==> config.mk <==
export PLATFORM = sky130hd
export DESIGN_NAME = ccff_chain_loader
export DESIGN_NICKNAME = d
export VERILOG_FILES = /design/src/rtl/ccff_pkg.sv /design/src/rtl/ccff_tail_packer.sv /design/src/rtl/ccff_chain_loader.sv
export SDC_FILE = /design/constraint.sdc
export NUM_CORES = 1
export LEC_CHECK = 0
export CAP_MARGIN = 20
export CORE_UTILIZATION = 65
export CTS_CLUSTER_DIAMETER = 120
export DETAILED_ROUTE_END_ITERATION = 8
export DONT_BUFFER_PORTS = 1
export GPL_ROUTABILITY_DRIVEN = 0
export GPL_TIMING_DRIVEN = 1
export HOLD_SLACK_MARGIN = 0.12
export PLACE_DENSITY = 0.88
export RECOVER_POWER = 50
export SLEW_MARGIN = 40
export SYNTH_ARGS = -nofsm -noshare
export SYNTH_HDL_FRONTEND = slang
export SYNTH_SLANG_ARGS = --single-unit
==> constraint.sdc <==
create_clock -name prog_clk -period 3.7 [get_ports prog_clk]
set_input_delay 1.11 -clock prog_clk [delete_from_list [all_inputs] [get_ports prog_clk]]
set_output_delay 1.11 -clock prog_clk [all_outputs]
set_load 0.05 [all_outputs]
==> src/rtl/ccff_pkg.sv <==
// Shared types and sizing helpers for the configuration-chain loader and its readback packer.
package ccff_pkg;

  typedef enum logic [1:0] {
    IDLE  = 2'd0,
    LOAD  = 2'd1,
    SHIFT = 2'd2,
    DONE  = 2'd3
  } ccff_state_e;

  function automatic int ccff_nwords(input int chain_len, input int word_w);
    return (chain_len + word_w - 1) / word_w;
  endfunction

  // Bits needed to hold the value n (at least one).
  function automatic int ccff_cnt_w(input int n);
    return (n < 1) ? 1 : $clog2(n + 1);
  endfunction

endpackage

==> src/rtl/ccff_tail_packer.sv <==
// Serial-to-parallel packer for bits leaving the chain tail; emits MSB-first words and a
// left-aligned, zero-padded final partial word once CHAIN_LEN bits have been sampled.
module ccff_tail_packer
  import ccff_pkg::*;
#(
  parameter int CHAIN_LEN = 8,
  parameter int WORD_W    = 8
) (
  input  logic              clk,
  input  logic              rst_n,
  input  logic              clr_i,
  input  logic              sample_i,
  input  logic              bit_i,
  output logic              rd_valid_o,
  output logic [WORD_W-1:0] rd_data_o
);

  localparam int CNT_W = ccff_cnt_w(CHAIN_LEN);
  localparam int WB_W  = ccff_cnt_w(WORD_W - 1);
  localparam logic [CNT_W-1:0] LAST_BIT  = CNT_W'(CHAIN_LEN - 1);
  localparam logic [WB_W-1:0]  WORD_LAST = WB_W'(WORD_W - 1);

  logic [WORD_W-1:0] acc_q, acc_d;
  logic [WB_W-1:0]   wbit_q;
  logic [CNT_W-1:0]  tot_q;
  logic              rd_valid_q;
  logic [WORD_W-1:0] rd_data_q;
  logic              word_end, last_bit;

  assign acc_d    = (acc_q << 1) | WORD_W'(bit_i);
  assign word_end = (wbit_q == WORD_LAST);
  assign last_bit = (tot_q == LAST_BIT);

  always_ff @(posedge clk or negedge rst_n) begin
    if (!rst_n) begin
      acc_q      <= '0;
      wbit_q     <= '0;
      tot_q      <= '0;
      rd_valid_q <= 1'b0;
      rd_data_q  <= '0;
    end else begin
      rd_valid_q <= 1'b0;
      if (clr_i) begin
        acc_q  <= '0;
        wbit_q <= '0;
        tot_q  <= '0;
      end else if (sample_i) begin
        if (word_end || last_bit) begin
          // Short final word is left-aligned by the number of unused slots.
          rd_valid_q <= 1'b1;
          rd_data_q  <= acc_d << (WORD_LAST - wbit_q);
          acc_q      <= '0;
          wbit_q     <= '0;
        end else begin
          acc_q  <= acc_d;
          wbit_q <= wbit_q + 1'b1;
        end
        tot_q <= last_bit ? '0 : tot_q + 1'b1;
      end
    end
  end

  assign rd_valid_o = rd_valid_q;
  assign rd_data_o  = rd_data_q;

endmodule

==> src/rtl/ccff_chain_loader.sv <==
// Loads a ccff configuration chain from a word stream, one registered bit per enabled shift.
// Optional tail readback of the previous configuration is built when CCFF_READBACK_EN is defined.
module ccff_chain_loader
  import ccff_pkg::*;
#(
  parameter int CHAIN_LEN = 8,
  parameter int WORD_W    = 8
) (
  input  logic              prog_clk,
  input  logic              pReset_n,
  input  logic              start,
  input  logic              abort,
  input  logic              in_valid,
  output logic              in_ready,
  input  logic [WORD_W-1:0] in_data,
  output logic              ccff_head,
  output logic              ccff_shift_en,
  input  logic              ccff_tail,
  output logic              busy,
  output logic              done,
  output logic              err,
  output logic              rd_valid,
  output logic [WORD_W-1:0] rd_data,
  output logic [1:0]        dbg_state
);

  // Stream handshake: a word transfers on any prog_clk edge where in_valid && in_ready;
  // in_ready is high only in LOAD and the word is held until it does.

  localparam int CNT_W = ccff_cnt_w(CHAIN_LEN);
  localparam int WB_W  = ccff_cnt_w(WORD_W - 1);
  localparam logic [CNT_W-1:0] LAST_BIT  = CNT_W'(CHAIN_LEN - 1);
  localparam logic [WB_W-1:0]  WORD_LAST = WB_W'(WORD_W - 1);

  ccff_state_e       state_q;
  logic [WORD_W-1:0] sreg_q;
  logic [CNT_W-1:0]  bit_cnt_q, bit_cnt_d;
  logic [WB_W-1:0]   wbit_q;
  logic              head_q, shift_en_q, in_ready_q, busy_q, done_q, err_q;

  assign bit_cnt_d = bit_cnt_q + 1'b1;

  always_ff @(posedge prog_clk or negedge pReset_n) begin
    if (!pReset_n) begin
      state_q    <= IDLE;
      sreg_q     <= '0;
      bit_cnt_q  <= '0;
      wbit_q     <= '0;
      head_q     <= 1'b0;
      shift_en_q <= 1'b0;
      in_ready_q <= 1'b0;
      busy_q     <= 1'b0;
      done_q     <= 1'b0;
      err_q      <= 1'b0;
    end else begin
      done_q <= 1'b0;
      if (abort) begin
        // Chain contents are left as is; only the sequencing stops.
        state_q    <= IDLE;
        shift_en_q <= 1'b0;
        in_ready_q <= 1'b0;
        busy_q     <= 1'b0;
        err_q      <= 1'b1;
      end else begin
        case (state_q)
          IDLE: begin
            if (start) begin
              state_q    <= LOAD;
              in_ready_q <= 1'b1;
              busy_q     <= 1'b1;
              err_q      <= 1'b0;
              bit_cnt_q  <= '0;
            end
          end
          LOAD: begin
            shift_en_q <= 1'b0;
            if (in_valid) begin
              sreg_q     <= in_data;
              wbit_q     <= '0;
              in_ready_q <= 1'b0;
              state_q    <= SHIFT;
            end
          end
          SHIFT: begin
            head_q     <= sreg_q[WORD_W-1];
            shift_en_q <= 1'b1;
            sreg_q     <= sreg_q << 1;
            bit_cnt_q  <= bit_cnt_d;
            wbit_q     <= wbit_q + 1'b1;
            // Chain length wins over word end, so the last word's low bits are dropped.
            if (bit_cnt_q == LAST_BIT) begin
              state_q <= DONE;
              busy_q  <= 1'b0;
            end else if (wbit_q == WORD_LAST) begin
              state_q    <= LOAD;
              in_ready_q <= 1'b1;
            end
          end
          DONE: begin
            shift_en_q <= 1'b0;
            done_q     <= 1'b1;
            state_q    <= IDLE;
          end
          default: state_q <= IDLE;
        endcase
      end
    end
  end

  assign in_ready      = in_ready_q;
  assign ccff_head     = head_q;
  assign ccff_shift_en = shift_en_q;
  assign busy          = busy_q;
  assign done          = done_q;
  assign err           = err_q;
  assign dbg_state     = state_q;

`ifdef CCFF_READBACK_EN
  logic pack_clr;
  assign pack_clr = (state_q == IDLE) && start && !abort;

  ccff_tail_packer #(
    .CHAIN_LEN (CHAIN_LEN),
    .WORD_W    (WORD_W)
  ) u_packer (
    .clk        (prog_clk),
    .rst_n      (pReset_n),
    .clr_i      (pack_clr),
    .sample_i   (shift_en_q),
    .bit_i      (ccff_tail),
    .rd_valid_o (rd_valid),
    .rd_data_o  (rd_data)
  );
`else
  logic unused_tail;
  assign unused_tail = ccff_tail;
  assign rd_valid    = 1'b0;
  assign rd_data     = '0;
`endif

endmodule
==> results.json, run 1 <==
{
  "cts_buffers": 3,
  "synth_top_area_share_pct": 44.3,
  "yosysTopAreaCell": "dfrtp_1",
  "io_buffers": 0,
  "clockBufferDepth": 2,
  "ctsRootBufferMaster": "clkbuf_4",
  "pre_cts_slack_ns": 1.46,
  "hpwlAfterDp_mm": 1.62,
  "reg2reg_to": "in_ready",
  "hold_path.class": "in2async",
  "synth_area_leaders": "dfrtp_1 44%, ha_1 7.7%, mux2i_1 5.4%, buf_4 5.2%, a21oi_1 4.2%",
  "hold_viol": 0,
  "drive_above_1_share_pct": 9.85,
  "ant_nets": 0,
  "startpoint_type": "flop",
  "period_share_pct": 69.7,
  "grt_pass1_wl_mm": 3.75,
  "synthArstFlopShare_pct": 100,
  "nNetsFinal": 155,
  "cts_resized": 0,
  "n_fill_cell": 140,
  "area_growth_pct": 0.0966,
  "die_area_um2": 2180,
  "dieWidth_um": 46.7,
  "outcome": "completed",
  "end_kind": "flop",
  "yosysUniqueCellTypes": 35,
  "hold_buffers": 0,
  "pin_count": 31,
  "wl_mm": 2.29,
  "wl_per_cell_um": 14.6,
  "worstSetupPathType": "reg2reg",
  "clkSinkCount": 23,
  "track_usage_pct": 25.3,
  "hold_ws_ns": 0.457,
  "htree_levels": 1,
  "path_max_fanout": 25,
  "start_util_pct": 72.1,
  "netlist_area_um2": 1300,
  "viasPerCell": 5.60,
  "syn_avg_cell_area_um2": 9.69,
  "num_vias": 879,
  "fin_setup_tns_ns": 0,
  "n_antenna_cell": 0,
  "drv_slew": 0,
  "drc": 0,
  "final-seq-area_um2": 576,
  "cp.arrival_ns": 2.80,
  "rrSetupSlack_ns": 1.12,
  "cts_tree": "yes",
  "setup_ws_ns": 1.12,
  "post_cts_buffers": 0,
  "placementRows": 15,
  "fmax_ghz": 0.388,
  "core_area_um2": 1800,
  "gr-total-overflow": 0,
  "grt_max_degree": 26,
  "finalSetupViolations": 0,
  "skew_ns": 0.00374,
  "dr.pass1.iters": 4,
  "synth_most_common_cell": "dfrtp_1",
  "yosys_warnings": 0,
  "crit_required_ns": 3.92,
  "antenna_found_initial": 0,
  "grt_setup_unrepaired": "no",
  "r2r_cells": 6,
  "postSynthCellCount": 134,
  "leakage_nw": 0.592,
  "p_per_area_nw_per_um2": 705,
  "die_y_um": 46.7,
  "timing.rr.start": "dbg_state[0]",
  "clkLatencyLatePin_ns": 0.32,
  "ys.flop_type": "dfrtp_1",
  "ys_ff_latch": 23,
  "yosysSeqAreaShare_pct": 44.3,
  "multi_input_comb_area_um2": 628,
  "cap_viol_max_count": 0,
  "ys_top_cells_by_count": "23 x dfrtp_1, 14 x nor2_1, 11 x a21oi_1",
  "ir_drop_mv": 0.364,
  "relSlewSlack_pct": 33.5,
  "period_minus_slack_ns": 2.58,
  "grt_pass1_vias": 834,
  "worst_pin_slew_ns": 0.997,
  "drt_iter0_drc": 16,
  "synth_edf_count": 0,
  "clk_pin_slew_ns": 0.13
}
power breakdown:
part | switching, mW | internal (mW)
combinational | 0.190 | 0.130
clock | 0.0799 | 0.0406
sequential | 0.146 | 0.329
total | 0.416 | 0.500
worst max path at each step:
stage	endpoint	depth (start not counted)	slack [ns]	from
6_report	in_ready	6	1.12	dbg_state[0]
5_1_grt	in_ready	6	0.94	dbg_state[0]
4_1_cts	dbg_state[1]	6	1.44	dbg_state[0]
3_5_place_dp	dbg_state[1]	6	1.46	dbg_state[0]
3_3_place_gp	in_ready	6	1.26	dbg_state[0]
2_1_floorplan	dbg_state[0]	6	1.70	dbg_state[1]
placed cells by master, fill, tap and decap left out, drive strengths merged, types with 2 or more instances in the layout:
cell    instances
clkbuf          3
o211ai          2
nand2b          4
a22o            2
nor4            2
nor2b           4
o21ai           6
nor3            2
ha              8
nand2           8
mux2i           7
or4             2
conb            9
dfrtp          23
nand3           5
nor2           14
inv             8
a21oi          11
final cells by class:
| cell class | count | share of cell area (%) |
|---|---|---|
| Multi-Input combinational cell | 96 | 48.3 |
| Sequential cell | 23 | 44.3 |
| Tap cell | 25 | 2.41 |
| Inverter | 8 | 2.31 |
| Clock buffer | 3 | 1.73 |
| Timing Repair Buffer | 1 | 0.577 |
| Clock inverter | 1 | 0.385 |
routing by layer:
metal	GRT usage [%]	routed length [um]	up-vias
met5	0	0	-
met4	12.0	43	0
met3	5.88	111	5
met2	42.8	1100	31
met1	30.2	1040	409
li1	-	-	434
cells by family after synthesis:
family	synth area share, %
buf+inv	9.63
fa+ha+maj	7.71
mux	6.26
other cells	0.289
simple gates	19.2
compound gates	12.6
flops	44.3
flip-flops by register name (all words and copies together) (netlist names):
register	count
sreg_q	8
in_ready	1
busy	1
dbg_state	2
err	1
ccff_shift_en	1
ccff_head	1
wbit_q	3
bit_cnt_q	4
done	1
critical path, cell delays in order (launching register included):
cell and delay [ns]:
dfrtp_1 0.65, inv_1 0.22, ha_1 0.84, nor3_1 0.17, a21oi_1 0.17, nand3_1 0.11, mux2_1 0.33
metrics by stage:
stage                     util, %  cell area (um2)  total power [mW]  instances
after floorplan                 -             1330             0.742        142
after global placement       70.6             1270             0.773        153
after detailed placement     70.8             1270             0.800        153
after CTS                    72.3             1300             0.919        157
after global routing         72.2             1300             0.979        157
final                        72.2             1300             0.916        157
No activity file was read; power rests on OpenSTA's default activity.
==> run 2, diff against run 1 <==
Settings changed: CORE_UTILIZATION 65 to 61, PLACE_DENSITY 0.88 to 0.84.
Clock period 3.7 ns to 2.7 ns, I/O delays scaled along.
==> results.json, run 2 (same netlist as run 1, synthesis figures left out) <==
{
  "ctsRootBufferMaster": "clkbuf_4",
  "skew_ns": 0.000857,
  "cp.arrival_ns": 2.38,
  "dr_wl_met2_mm": 1.13,
  "cp-startpoint": "dbg_state[1]",
  "htree_levels": 1,
  "cts_buffers": 3,
  "die_y_um": 48.1,
  "dr.pass1.iters": 4,
  "hold_buffers": 0,
  "place_inst": 157,
  "clkSinkCount": 23,
  "final_common_cell": "dfrtp_1",
  "cts_resized": 0,
  "reg2reg_to": "in_ready",
  "rrSetupSlack_ns": 0.52,
  "nNetsFinal": 157,
  "track_usage_pct": 22.1,
  "hold_path.class": "in2async",
  "regMostFlops": "sreg_q",
  "largest_register_ffs": 8,
  "grt_pass1_wl_mm": 3.55,
  "crit_required_ns": 2.90,
  "drt_iter0_drc": 22,
  "fmax_ghz": 0.460,
  "met1_length_um": 954,
  "drv_slew": 0,
  "io_buffers": 0,
  "cap_viol_max_count": 0,
  "path_cells": "inv_1 -> ha_1 -> nor2b_1 -> nor2_1 -> nand3_1 -> mux2_1",
  "worstSetupPathType": "reg2reg",
  "num_vias": 890,
  "gr-total-overflow": 0,
  "route.top_layer_used": "met4",
  "n_fill_cell": 165,
  "drive_above_1_share_pct": 11.2,
  "clk_pin_slew_ns": 0.12,
  "fin_setup_tns_ns": 0,
  "core_area_um2": 1980,
  "p_per_area_nw_per_um2": 950,
  "grt_pass1_vias": 842,
  "grt_max_degree": 24,
  "r2r_cells": 6,
  "period_share_pct": 80.6,
  "most-common-layout-cells": "23 x dfrtp_1, 14 x nor2_1, 11 x a21oi_1",
  "start_util_pct": 65.5,
  "post_cts_buffers": 0,
  "outcome": "completed",
  "cp_num_buf_inv": 1,
  "ir_drop_mv": 0.570,
  "route.met3.wl_um": 105,
  "n_antenna_cell": 0,
  "viasPerCell": 5.53,
  "timing.rr.start": "dbg_state[1]",
  "reg_top3": "sreg_q: 8 flops, bit_cnt_q: 4 flops, wbit_q: 3 flops",
  "clockBufferDepth": 2,
  "dieWidth_um": 48.1,
  "crit_slowest_cell": "dfrtp_1",
  "period_minus_slack_ns": 2.18,
  "antenna_found_initial": 0,
  "hold_viol": 0,
  "relSlewSlack_pct": 62.4,
  "finalSetupViolations": 0,
  "leakage_nw": 0.603,
  "startpoint_type": "flop",
  "grt_setup_unrepaired": "no",
  "worst_pin_slew_ns": 0.564,
  "wl_mm": 2.20,
  "die_area_um2": 2320,
  "path_max_fanout": 6,
  "crit_path_max_incr_delay_ns": 0.72,
  "cp_top_family": "flip-flops",
  "pin_count": 31,
  "cts_tree": "yes",
  "instances_no_fill": 161,
  "end_kind": "flop",
  "hpwlAfterDp_mm": 1.62,
  "clkLatencyLatePin_ns": 0.30,
  "wl_per_cell_um": 13.7,
  "area_growth_pct": 1.44,
  "drc": 0,
  "placementRows": 16,
  "ant_nets": 0
}
==> run 2: power by group <==
| group | switching [mW] | internal [mW] | total, mW | leakage [nW] |
|---|---|---|---|---|
| registers | 0.175 | 0.452 | 0.628 | 0.289 |
| clock network | 0.101 | 0.0552 | 0.156 | 0.0177 |
| logic | 0.280 | 0.188 | 0.468 | 0.297 |
==> run 2: worst max path at each step <==
stage	end	slack [ns]	depth (start not counted)
6_report	in_ready	0.52	6
5_1_grt	dbg_state[0]	0.39	5
4_1_cts	dbg_state[0]	0.53	6
3_5_place_dp	dbg_state[0]	0.56	6
3_3_place_gp	dbg_state[0]	0.63	6
2_1_floorplan	dbg_state[0]	0.70	6
==> run 2: metal layers <==
metal / track usage [%] / up-vias
met1: 28.8 / 418
met4: 6.67 / 0
li1: - / 442
met3: 2.59 / 2
met2: 38.4 / 28
met5: 0 / -
==> run 2: layout make-up <==
type	instances	area (um2)	share of cell area [%]
Clock buffer	3	22.5	1.71
Timing Repair Buffer	3	22.5	1.71
Inverter	8	30.0	2.28
Clock inverter	1	5.00	0.380
Sequential cell	23	576	43.7
Multi-Input combinational cell	96	628	47.7
Tap cell	27	33.8	2.56
==> run 2: stage by stage <==
step	cell area (um2)	utilization, %	power [mW]	hold slack [ns]	worst slack [ns]
after global routing	1320	66.5	1.34	0.155	0.392
after global placement	1290	65.1	1.07	0.503	0.629
after CTS	1320	66.5	1.25	0.171	0.533
after detailed placement	1290	65.1	1.10	0.512	0.560
after floorplan	1330	-	1.02	0.484	0.702
final	1320	66.5	1.25	0.180	0.525
==> run 2: worst register-to-register path: stages (launching register included) <==
cell	delay, ns
dfrtp_1	0.72
inv_1	0.20
ha_1	0.32
nor2b_1	0.20
nor2_1	0.18
nand3_1	0.13
mux2_1	0.32
==> RTL edit 1: new RTL, flow settings as in run 1 <==
Set the parameter `WORD_W` to 6 (it was 8).
--- a/src/rtl/ccff_chain_loader.sv
+++ b/src/rtl/ccff_chain_loader.sv
@@ -4,7 +4,7 @@
   import ccff_pkg::*;
 #(
   parameter int CHAIN_LEN = 8,
-  parameter int WORD_W    = 8
+  parameter int WORD_W    = 6
 ) (
   input  logic              prog_clk,
   input  logic              pReset_n,
Interface: changed (resized in_data and rd_data); port bits go from 31 to 27. No check against the original RTL was run, so the function may have changed too.
==> RTL edit 1 against run 1 <==
Count of clock-buffer cells in the layout rose by 1; design area fell by 6.5%; largest cell class unchanged; die area fell by 5.6%; setup slack improved by 0.24 ns; sequential cell count fell by 2; routed wire length fell by 6.4%; critical path type unchanged; combinational power fell by 5%; highest routed layer unchanged; synthesized area fell by 5.9%; clock skew rose by 0.0014 ns; via count fell by 1.6%; power fell by 5.4%; critical path depth did not move; global-route usage fell by 0.83 points; largest power group unchanged.
==> RTL edit 1: results (changes against run 1) <==
[run_status]
status=finished, final reports clean  ; unchanged

[synth]
ys_types=31  ; was 35
synth_mux_area_frac=0.0491  ; was 0.0626
synthTopCellsByArea=dfrtp_1, ha_1, nand2_1, mux2i_1, o21ai_0  ; was dfrtp_1, ha_1, mux2i_1, buf_4, a21oi_1
synth_common_cells=dfrtp_1, nand2_1, o21ai_0, buf_4, ha_1  ; was dfrtp_1, nor2_1, a21oi_1, buf_4

[pwr]
leakage_nw=0.567  ; was 0.592 nW
ir_drop_uv=306  ; was 364 uV
p_sw_w=0.000406  ; was 0.000416 W
p_sw_frac=0.469  ; was 0.454

[detailed_routing]
wl_per_cell_um=14.3  ; was 14.6 um
vias_per_cell=5.77  ; was 5.60

[critical_path]
worstPathMaxFanout=23  ; was 25
r2r_slack_ns=1.36  ; was 1.12 ns
cpPeakStageDelay_ns=0.74  ; was 0.84 ns

[placement]
placed_cell_area_mm2=0.00119  ; was 0.00127 mm^2

[finish]
clock_area_frac=0.0216  ; was 0.0212
seqCellArea_um2=526  ; was 576 um^2
buf_share=0  ; was 0.00577
sh_seq_area=0.433  ; was 0.443
n_all_inverters=5  ; was 8
post-route-util=0.696  ; was 0.722
multi_input_area_share=0.505  ; was 0.483

[sta]
period_share=0.631  ; was 0.697
finClkSkew_ns=0.00513  ; was 0.00374 ns

[global_route]
grt_use_total=0.245  ; was 0.253
grt_max_degree=24  ; was 26

RTL edit 1: changes by cell type after synthesis, sizes merged, moves of 3 or more:
cell / run 1 / this run
nor2: 14 / 4
a21oi: 11 / 4
nand3b: 1 / 4
nand2: 8 / 19
inv: 8 / 5
o21ai: 6 / 12
RTL edit 1: logic make-up (layout without fill, tap and decap cells):
kind of cell	count (synthesis)	after routing
compound gates	28	28
mux	6	6
other cells	1	7
buf+inv	16	9
fa+ha+maj	8	8
simple gates	46	46
flops	21	21
RTL edit 1: worst max-delay path, delay by kind of cell, from the launching register on:
kind	cells	cell delay (ns)
adders and majority gates	1	0.74
DFF	1	0.61
and+or+nand+nor	3	0.47
buffers and inverters	1	0.25
muxes	1	0.19
RTL edit 1: per-layer routing:
metal | vias up | global-route usage | routed length (um)
li1 | 420 | - | -
met1 | 415 | 0.322 | 951
met2 | 28 | 0.394 | 1070
met3 | 2 | 0.0480 | 105
met4 | 0 | 0.0970 | 21
met5 | - | 0 | 0
==> RTL edit 2: new RTL, settings of run 1 <==
Made on the original files. Put one more register stage on the output `dbg_state`, with the module's reset. The value now appears one clock later. The other outputs are not delayed to match.
--- a/src/rtl/ccff_chain_loader.sv
+++ b/src/rtl/ccff_chain_loader.sv
@@ -113,7 +113,13 @@
   assign busy          = busy_q;
   assign done          = done_q;
   assign err           = err_q;
-  assign dbg_state     = state_q;
+  always_ff @(posedge prog_clk or negedge pReset_n) begin
+    if (!pReset_n) begin
+      dbg_state <= '0;
+    end else begin
+      dbg_state <= state_q;
+    end
+  end
 
 `ifdef CCFF_READBACK_EN
   logic pack_clr;
Behaviour: not the same (Yosys sat finds a counterexample within 4 cycles, from zero or initial values and one cycle with pReset_n low).
==> RTL edit 2 against run 1 <==
Power grew 5.6%; critical path depth shrank 6; routed wire length shrank 8.4%; synthesized area grew 2.7%; non-clock buffer count shrank 1; setup slack gained 0.48 ns; clock skew grew 0.0036 ns; sequential share of layout area grew 3.3 points; sequential cell count grew 2; design area grew 1.3%; worst hold slack gained 0.0067 ns; largest cell class is now sequential cells; highest routed layer unchanged.
==> RTL edit 2: results (changes against run 1) <==
[finish]
fillers=161  ; was 140
drive_gt1_frac=0.0794  ; was 0.0985
largestRegisters=sreg_q (8), bit_cnt_q (4), wbit_q (3)  ; unchanged

[global_route]
grt_use_total=0.199  ; was 0.253
grt_pass1_wl_um=3080  ; was 3750 um
grt_pass1_vias=764  ; was 834
use_met2=0.367  ; was 0.428
antenna_found_initial=0  ; unchanged
grtUsageMet3=0.0346  ; was 0.0588
met1_usage=0.224  ; was 0.302

[min_path]
hold_class=flip-flop to flip-flop  ; was input port to async pin

[placement]
dp_hpwl_um=1530  ; was 1620 um
dp.cells=149  ; was 153
pre_cts_slack_ns=1.59  ; was 1.46 ns

[pwr]
seq_cell_power_w=0.000523  ; was 0.000476 W
ir_drop_uv=429  ; was 364 uV
leakage_nw=0.619  ; was 0.592 nW
clock_power_share=0.123  ; was 0.132
finalPower_w=0.000967  ; was 0.000916 W
p_sw_w=0.000432  ; was 0.000416 W

[detailed_routing]
wl_met2_um=1100  ; about the same
met1_length_um=905  ; was 1040 um
drt_first_iter_violations=6  ; was 16
vias_per_cell=5.66  ; was 5.60
dr_wl_met3_um=91  ; was 111 um
wl_um=2100  ; was 2290 um
vias=866  ; was 879
top_layer=met4  ; unchanged

[clock_network]
ctsResizeCount=0  ; unchanged
clkSlewWorstSetupHoldPaths_ns=0.13  ; about the same

[sta]
finClkSkew_ns=0.00733  ; was 0.00374 ns
fmax_ghz=0.478  ; was 0.388 GHz
tightestPinTransition_ns=0.503  ; was 0.997 ns

[critical_path]
cp.arrival_ns=0.98  ; was 2.80 ns
worstPathMaxFanout=3  ; was 25
cp-startpoint=busy$_DFFE_PN0P_  ; was dbg_state[0]$_DFFE_PN0P_
endpoint=busy  ; was in_ready$_DFFE_PN0P_
r2r-start=state_q[0]$_DFFE_PN0P_  ; was dbg_state[0]$_DFFE_PN0P_
r2r_slack_ns=1.85  ; was 1.12 ns

[synth]
synth_common_cells=dfrtp_1, a21oi_1, buf_4, nor2_1, mux2i_1  ; was dfrtp_1, nor2_1, a21oi_1, buf_4
ys_types=32  ; was 35
ys_seq_area_frac=0.469  ; was 0.443
avgSynthCellArea_um2=10.4  ; was 9.69 um^2
synthTopCellsByArea=dfrtp_1, ha_1, mux2i_1, buf_4, a21oi_1  ; unchanged

[run_status]
status=finished, final reports clean  ; unchanged

-- RTL edit 2: cell count changes after synthesis, moves of 3 or more --
cell	change
buf_2	-3
nand2_1	-3
nor2_1	-4
o21ai_0	-3
o21ai_1	+7
-- RTL edit 2: logic make-up (layout without fill, tap and decap cells) --
family	count (synthesis)	in the layout	share of synthesized area
and+or+nand+nor	31	31	0.125
AOI/OAI and AO/OA	30	30	0.144
other	1	9	0.00281
muxes	10	10	0.0760
buffers and inverters	23	13	0.108
DFF	25	25	0.469
adders and majority gates	8	8	0.0750
-- RTL edit 2: final cells by class --
type / count / area share
sequential: 25 / 0.475
multi-input combinational: 88 / 0.453
tap: 27 / 0.0257
clock buffer: 4 / 0.0200
inverter: 9 / 0.0257
-- RTL edit 2: through the flow --
stage / area [um^2] / util
5_1_grt: 1320 / 0.678
4_1_cts: 1310 / 0.677
6_report: 1320 / 0.678
2_1_floorplan: 1360 / -
3_5_place_dp: 1290 / 0.663
3_3_place_gp: 1290 / 0.663
-- RTL edit 2: worst min path at each step --
| stage | from | endpoint | slack (ns) | cells after the start |
|---|---|---|---|---|
| floorplan | state_q[0]$_DFFE_PN0P_ | dbg_state[0]$_DFF_PN0_ | 0.41 | 0 |
| global placement | state_q[0]$_DFFE_PN0P_ | dbg_state[0]$_DFF_PN0_ | 0.42 | 0 |
| detailed placement | state_q[0]$_DFFE_PN0P_ | dbg_state[0]$_DFF_PN0_ | 0.43 | 0 |
| CTS | state_q[0]$_DFFE_PN0P_ | dbg_state[0]$_DFF_PN0_ | 0.46 | 0 |
| global route | pReset_n | err$_DFFE_PN0P_ | 0.44 | 0 |
| finish | state_q[0]$_DFFE_PN0P_ | dbg_state[0]$_DFF_PN0_ | 0.46 | 0 |
